--- config.mk ---
export PLATFORM = sky130hd
export DESIGN_NAME = uart_rx_oversampled
export DESIGN_NICKNAME = d
export VERILOG_FILES = /design/src/rtl/uart_rx_oversampled_pkg.sv /design/src/rtl/uart_rx_bit_sampler.sv /design/src/rtl/uart_rx_oversampled.sv
export SDC_FILE = /design/constraint.sdc
export NUM_CORES = 1
export LEC_CHECK = 0
export ABC_CLOCK_PERIOD_IN_PS = 2200
export BUFFER_PORTS_ARGS = -buffer_cell sky130_fd_sc_hd__buf_4
export CORE_MARGIN = 5
export CORE_UTILIZATION = 57
export CTS_CLUSTER_DIAMETER = 60
export DETAILED_ROUTE_END_ITERATION = 10
export PLACE_DENSITY = 0.78
export SLEW_MARGIN = 0
export SYNTH_ARGS = -nofsm -noshare
export SYNTH_HDL_FRONTEND = slang
export SYNTH_SLANG_ARGS = --single-unit
--- constraint.sdc ---
create_clock -name clk -period 2.2 [get_ports clk]
set_input_delay 0.22 -clock clk [delete_from_list [all_inputs] [get_ports clk]]
set_output_delay 0.22 -clock clk [all_outputs]
set_load 0.1 [all_outputs]
--- src/rtl/uart_rx_oversampled_pkg.sv ---
// Shared types for the oversampled UART receiver: RX state codes and the majority-vote helper.
// RX_ prefixed codes keep the receiver encodings apart from the transmitter's TX state names.
package uart_rx_oversampled_pkg;

    typedef enum logic [2:0] {
        RX_IDLE   = 3'd0,
        RX_START  = 3'd1,
        RX_DATA   = 3'd2,
        RX_PARITY = 3'd3,
        RX_STOP   = 3'd4,
        RX_BREAK  = 3'd5
    } rx_state_e;

    function automatic logic maj3(input logic a, input logic b, input logic c);
        return (a & b) | (a & c) | (b & c);
    endfunction

endpackage

--- src/rtl/uart_rx_bit_sampler.sv ---
// rx synchroniser, per-bit tick counter and 3-sample majority vote around the bit centre.
// The counter only runs while the receiver FSM holds active; it restarts from 0 on each frame.
module uart_rx_bit_sampler
    import uart_rx_oversampled_pkg::*;
#(
    parameter int OVERSAMPLE  = 16,
    parameter int SYNC_STAGES = 2
) (
    input  logic clk,
    input  logic rst_n,
    input  logic en,
    input  logic rx,
    input  logic active,
    output logic rx_s,
    output logic bit_strobe,
    output logic bit_val,
    output logic bit_end
);

    localparam int CNT_W = $clog2(OVERSAMPLE);
    localparam logic [CNT_W-1:0] TICK_LO   = CNT_W'(OVERSAMPLE / 2 - 1);
    localparam logic [CNT_W-1:0] TICK_MID  = CNT_W'(OVERSAMPLE / 2);
    localparam logic [CNT_W-1:0] TICK_HI   = CNT_W'(OVERSAMPLE / 2 + 1);
    localparam logic [CNT_W-1:0] TICK_LAST = CNT_W'(OVERSAMPLE - 1);

    logic [SYNC_STAGES-1:0] sync_q, sync_d;
    logic [CNT_W-1:0]       tick_cnt_q, tick_cnt_d;
    logic [1:0]             samp_q, samp_d;

    assign rx_s = sync_q[SYNC_STAGES-1];

    always_comb begin
        sync_d     = {sync_q[SYNC_STAGES-2:0], rx};
        tick_cnt_d = tick_cnt_q;
        samp_d     = samp_q;
        if (!active) begin
            tick_cnt_d = '0;
        end else if (en) begin
            tick_cnt_d = (tick_cnt_q == TICK_LAST) ? '0 : tick_cnt_q + CNT_W'(1);
            if (tick_cnt_q == TICK_LO)  samp_d[0] = rx_s;
            if (tick_cnt_q == TICK_MID) samp_d[1] = rx_s;
        end
    end

    // Third sample is the live rx_s, so the decision lands on the tick that takes it.
    assign bit_strobe = active && en && (tick_cnt_q == TICK_HI);
    assign bit_val    = maj3(samp_q[0], samp_q[1], rx_s);
    assign bit_end    = active && en && (tick_cnt_q == TICK_LAST);

    always_ff @(posedge clk or negedge rst_n) begin
        if (!rst_n) begin
            sync_q     <= '1;
            tick_cnt_q <= '0;
            samp_q     <= 2'b11;
        end else begin
            sync_q     <= sync_d;
            tick_cnt_q <= tick_cnt_d;
            samp_q     <= samp_d;
        end
    end

endmodule

--- src/rtl/uart_rx_oversampled.sv ---
// UART receiver (8N1, or 8E1 with UART_RX_PARITY_EN defined) delivering bytes over valid/ready.
// Holds the frame FSM, shift register, output register, handshake and one-clk error pulses.
module uart_rx_oversampled
    import uart_rx_oversampled_pkg::*;
#(
    parameter int OVERSAMPLE  = 16,
    parameter int SYNC_STAGES = 2
) (
    input  logic       clk,
    input  logic       rst_n,
    input  logic       en,
    input  logic       rx,
    output logic [7:0] data,
    output logic       valid,
    input  logic       ready,
    output logic       busy,
    output logic       frame_err,
    output logic       overrun
`ifdef UART_RX_PARITY_EN
    ,
    output logic       parity_err
`endif
);

    rx_state_e  state_q, state_d;
    logic [2:0] bit_idx_q, bit_idx_d;
    logic [7:0] shift_q, shift_d;
    logic [7:0] data_q, data_d;
    logic       valid_q, valid_d;
    logic       frame_err_q, frame_err_d;
    logic       overrun_q, overrun_d;
    logic       deliver;
    logic       active;
    logic       rx_s, bit_strobe, bit_val, bit_end;
`ifdef UART_RX_PARITY_EN
    logic       par_bad_q, par_bad_d;
    logic       parity_err_q, parity_err_d;
`endif

    assign active = (state_q == RX_START) || (state_q == RX_DATA) ||
                    (state_q == RX_PARITY) || (state_q == RX_STOP);

    uart_rx_bit_sampler #(
        .OVERSAMPLE (OVERSAMPLE),
        .SYNC_STAGES(SYNC_STAGES)
    ) u_sampler (
        .clk       (clk),
        .rst_n     (rst_n),
        .en        (en),
        .rx        (rx),
        .active    (active),
        .rx_s      (rx_s),
        .bit_strobe(bit_strobe),
        .bit_val   (bit_val),
        .bit_end   (bit_end)
    );

    always_comb begin
        state_d     = state_q;
        bit_idx_d   = bit_idx_q;
        shift_d     = shift_q;
        frame_err_d = 1'b0;
        deliver     = 1'b0;
`ifdef UART_RX_PARITY_EN
        par_bad_d    = par_bad_q;
        parity_err_d = 1'b0;
`endif
        case (state_q)
            RX_IDLE: begin
                if (en && !rx_s) state_d = RX_START;
            end
            RX_START: begin
                if (bit_strobe && bit_val) begin
                    state_d = RX_IDLE;
                end else if (bit_end) begin
                    state_d   = RX_DATA;
                    bit_idx_d = 3'd0;
                end
            end
            RX_DATA: begin
                if (bit_strobe) shift_d = {bit_val, shift_q[7:1]};
                if (bit_end) begin
                    bit_idx_d = bit_idx_q + 3'd1;
`ifdef UART_RX_PARITY_EN
                    if (bit_idx_q == 3'd7) state_d = RX_PARITY;
`else
                    if (bit_idx_q == 3'd7) state_d = RX_STOP;
`endif
                end
            end
`ifdef UART_RX_PARITY_EN
            RX_PARITY: begin
                // Even parity: data bits plus parity bit carry an even number of ones.
                if (bit_strobe) begin
                    par_bad_d    = (bit_val != ^shift_q);
                    parity_err_d = (bit_val != ^shift_q);
                end
                if (bit_end) state_d = RX_STOP;
            end
`endif
            RX_STOP: begin
                // Decide on the majority point and leave at once so the next start edge is caught.
                if (bit_strobe) begin
                    if (bit_val) begin
                        state_d = RX_IDLE;
`ifdef UART_RX_PARITY_EN
                        deliver = !par_bad_q;
`else
                        deliver = 1'b1;
`endif
                    end else begin
                        state_d     = RX_BREAK;
                        frame_err_d = 1'b1;
                    end
                end
            end
            RX_BREAK: begin
                if (en && rx_s) state_d = RX_IDLE;
            end
            default: state_d = RX_IDLE;
        endcase
    end

    always_comb begin
        data_d    = data_q;
        valid_d   = valid_q;
        overrun_d = 1'b0;
        if (valid_q && ready) valid_d = 1'b0;
        // A consumer taking the old byte in the completion clk frees the slot for the new one.
        if (deliver) begin
            if (valid_q && !ready) begin
                overrun_d = 1'b1;
            end else begin
                data_d  = shift_q;
                valid_d = 1'b1;
            end
        end
    end

    always_ff @(posedge clk or negedge rst_n) begin
        if (!rst_n) begin
            state_q     <= RX_IDLE;
            bit_idx_q   <= 3'd0;
            shift_q     <= 8'd0;
            data_q      <= 8'd0;
            valid_q     <= 1'b0;
            frame_err_q <= 1'b0;
            overrun_q   <= 1'b0;
        end else begin
            state_q     <= state_d;
            bit_idx_q   <= bit_idx_d;
            shift_q     <= shift_d;
            data_q      <= data_d;
            valid_q     <= valid_d;
            frame_err_q <= frame_err_d;
            overrun_q   <= overrun_d;
        end
    end

`ifdef UART_RX_PARITY_EN
    always_ff @(posedge clk or negedge rst_n) begin
        if (!rst_n) begin
            par_bad_q    <= 1'b0;
            parity_err_q <= 1'b0;
        end else begin
            par_bad_q    <= par_bad_d;
            parity_err_q <= parity_err_d;
        end
    end

    assign parity_err = parity_err_q;
`endif

    assign data      = data_q;
    assign valid     = valid_q;
    assign busy      = active;
    assign frame_err = frame_err_q;
    assign overrun   = overrun_q;

endmodule
==> results_dict.tcl <==
set metrics [dict create \
    status "finished clean" \
    cp_max_fo 9 \
    timing.critical_path.cells "nor2_2 > xor2_2 > inv_1 > buf_4" \
    cts_tree "yes" \
    first_global_vias 1051 \
    setup_total_negative_slack_ps 0 \
    max_slew_margin 0.688 \
    drtPass1Iterations 4 \
    portion_of_synthesized_cell_area_occupied_by_the_leading_cell_type 0.462 \
    clock_tree.buffer_depth 2 \
    origin_of_the_worst_min_delay_path "ready" \
    h-tree-depth 2 \
    power-per-cell-area_nw_per_um2 959 \
    crit-reg2reg-capture "data[6]" \
    die_height_um 62.5 \
    slowest_stage_delay_cp_ps 480 \
    wire_per_inst_um 15.1 \
    final_number_of_setup_violating_endpoints 0 \
    unrepaired_setup_endpoints_after_global_routing "no" \
    drcViolationCount 0 \
    category_of_the_most_critical_setup_path "register to output pin" \
    drv.max_cap_violation_count 0 \
    finalHoldViolCount 0 \
    synthArstFlopShare 1.00 \
    grt.overflow.total 0 \
    num_io_pins 17 \
    dp_hpwl_um 1890 \
    totalWireLength_um 2700 \
    hold_path_class "input port to register" \
    synth_seq_area_share 0.529 \
    synth_area_leaders "sky130_fd_sc_hd__dfrtp_1 (46%), sky130_fd_sc_hd__mux2_2 (8.6%), sky130_fd_sc_hd__mux2_4 (7.6%)" \
    die_area_um2 3900 \
    synth.ff_latch_count 33 \
    vias 1007 \
    synth_area_um2 1570 \
    chipWidth_um 62.5 \
    worst_skew_pair.late_latency_ps 340 \
    syn-mean-instance-area_um2 12.5 \
    worstPathRequired_ps 1980 \
    worst_ir_drop_vdd_v 0.000884 \
    postSynth.topFlopCell "sky130_fd_sc_hd__dfrtp_1" \
    via_per_inst 5.63 \
    grt_util_all_layers 0.160 \
    cp_data_arrival_time_ps 1720 \
    cts_num_sinks 33 \
    cpMaxStageDelayCell "sky130_fd_sc_hd__dfrtp_1" \
    worst_setup_path_start_kind "register" \
    ys_types 37 \
    synthesis.nets 136 \
    drive_gt1_frac 0.365 \
    area_delta_synth_final_pct 15.7 \
    cellLeakagePower_nw 0.924 \
    num_rows 19 \
    number_of_synthesized_flops_with_an_enable_pin 0 \
    timing.fmax_mhz 515 \
    design.final.nets 157 \
    cts_made_buffers 5 \
    post-synth-top-area-cell "sky130_fd_sc_hd__dfrtp_1" \
    worst_hold_path.endpoint "valid" \
    finish.utilization 0.676 \
    grt_first_pass_wirelength_um 4880 \
    worst_setup_path_end_kind "output pin" \
    initial_utilization 0.585 \
    post_route_fraction_of_the_period_consumed_by_the_critical_path 0.883 \
    number_of_port_buffers 16 \
    fin_crit_ps 1940 \
    antenna_found_initial 0 \
    design.core.area_um2 2690 \
    final_worst_clock_skew_ps 8.53 \
    hold_path_depth 3 \
    dominant_delay_contributor_by_cell_family_on_the_critical_path "flip-flops" \
    yosys_warnings 0 \
    cts_root_buf "sky130_fd_sc_hd__clkbuf_4" \
    reg2regPathDepth 6 \
    grt_max_degree 34 \
    design_power_total_mw 1.74 \
    worst_setup_path_startpoint "state_q[0]" \
    path_buf_inv 2 \
    drt.antenna.violating_nets 0 \
    reg2reg_setup_slack_ps 380 \
    launching_point_of_the_worst_reg2reg_path "u_sampler.tick_cnt_q[1]" \
    count_of_mapped_cells_out_of_synthesis 126 \
    slew_viol_final 0 \
    insertedDiodeCount 0 \
    place.gp.congestion 0.749 \
    drt_iter0_drc 64 \
    worst_setup_hold_path_clk_slew_ps 100 \
    tightest_slew_ps 467 \
]
-- how the worst max path moves through the flow --
stage                         end  slack (ps)  cells past startpoint
after floorplan           data[0]         370                      4
after global placement    data[4]         470                      6
after detailed placement  data[0]         390                      6
after CTS                    busy         100                      4
after global routing         busy         160                      4
final                        busy         260                      4
-- repair_timing --
action                                  in CTS  in global routing
setup buffers                                0                  0
gates resized for setup                      0                  1
hold buffers                                 2                  0
endpoints found under the hold margin       30                  0
endpoints found under the setup margin       0                  1
-- kinds of logic (layout without fill, tap and decap cells) --
kind of cell	count (synthesis)	after routing	synth area share
AOI/OAI and AO/OA	16	16	0.0693
xor gates and xnor gates	2	2	0.0112
adders and majority gates	6	6	0.0462
buffers and inverters	8	30	0.0255
DFF	33	33	0.529
muxes	22	22	0.175
and+or+nand+nor	39	39	0.143
-- metal layers --
| layer | vias up | global-route usage | routed length, um | share of wire |
|---|---|---|---|---|
| met1 | 492 | 0.207 | 1230 | 0.45 |
| met5 | - | 0 | 0 | 0 |
| met2 | 20 | 0.233 | 1280 | 0.47 |
| li1 | 487 | - | - | - |
| met4 | 0 | 0.0796 | 58 | 0.021 |
| met3 | 8 | 0.0594 | 133 | 0.049 |
-- power by group --
group          switching, mW  internal (mW)
Sequential            0.0966          0.715
Combinational          0.269          0.187
Clock                  0.204          0.271
-- layout by cell type, fill, tap and decap left out, types with 2 or more instances in the layout --
cell type,synthesis,layout
sky130_fd_sc_hd__dfstp_2,4,4
sky130_fd_sc_hd__nor3b_1,2,2
sky130_fd_sc_hd__a21oi_1,3,3
sky130_fd_sc_hd__o21ai_0,3,3
sky130_fd_sc_hd__nand4_1,2,2
sky130_fd_sc_hd__o211ai_1,2,2
sky130_fd_sc_hd__or3b_2,2,2
sky130_fd_sc_hd__dlygate4sd3_1,0,2
sky130_fd_sc_hd__dfrtp_1,29,29
sky130_fd_sc_hd__nand2_1,8,8
sky130_fd_sc_hd__ha_1,5,5
sky130_fd_sc_hd__mux2i_1,2,2
sky130_fd_sc_hd__nand3_1,2,2
sky130_fd_sc_hd__nand2b_1,5,5
sky130_fd_sc_hd__a31oi_1,2,2
sky130_fd_sc_hd__mux2_2,12,12
sky130_fd_sc_hd__a22o_1,2,2
sky130_fd_sc_hd__nor2_1,10,10
sky130_fd_sc_hd__clkbuf_4,0,5
sky130_fd_sc_hd__mux2_4,8,8
sky130_fd_sc_hd__inv_1,4,4
sky130_fd_sc_hd__buf_4,0,16
-- final cells by class --
| cell class | instances | area (um2) |
|---|---|---|
| Clock inverter | 1 | 30.0 |
| Multi-Input combinational cell | 85 | 707 |
| Tap cell | 31 | 38.8 |
| Timing Repair Buffer | 18 | 140 |
| Fill cell | 204 | 870 |
| Clock buffer | 7 | 55.1 |
| Sequential cell | 33 | 831 |
| Inverter | 4 | 15.0 |
-- sequential cells by signal, indices dropped and copies added, names as in the netlist --
register / cells
overrun: 1
frame_err: 1
u_sampler.sync_q: 2
valid: 1
shift_q: 8
bit_idx_q: 3
data: 8
u_sampler.tick_cnt_q: 4
state_q: 3
u_sampler.samp_q: 2
-- per-stage QoR --
stage          hold WS [ps]  worst slack [ps]  instances  instance area [um2]
6_report                236               256        179                 1820
5_1_grt                 225               162        179                 1820
4_1_cts                 230              96.0        179                 1810
3_5_place_dp            181               393        169                 1700
3_3_place_gp            174               467        169                 1700
2_1_floorplan         -75.6               367        126                 1570
-- cells in the mapped netlist (2+ instances only) --
cell                        n
sky130_fd_sc_hd__nor3b_1    2
sky130_fd_sc_hd__nand3_1    2
sky130_fd_sc_hd__mux2_4     8
sky130_fd_sc_hd__a31oi_1    2
sky130_fd_sc_hd__o21ai_0    3
sky130_fd_sc_hd__a22o_1     2
sky130_fd_sc_hd__dfrtp_1   29
sky130_fd_sc_hd__mux2_2    12
sky130_fd_sc_hd__nand2b_1   5
sky130_fd_sc_hd__inv_1      4
sky130_fd_sc_hd__nor2_1    10
sky130_fd_sc_hd__a21oi_1    3
sky130_fd_sc_hd__or3b_2     2
sky130_fd_sc_hd__nand4_1    2
sky130_fd_sc_hd__ha_1       5
sky130_fd_sc_hd__nand2_1    8
sky130_fd_sc_hd__dfstp_2    4
sky130_fd_sc_hd__buf_2      2
sky130_fd_sc_hd__o211ai_1   2
sky130_fd_sc_hd__mux2i_1    2
-- tightest hold or removal path, stage by stage --
cell	delay (ps)
sky130_fd_sc_hd__buf_4	70
sky130_fd_sc_hd__nand2b_1	180
sky130_fd_sc_hd__nand2_1	70
No activity file was read; power rests on OpenSTA's default activity.
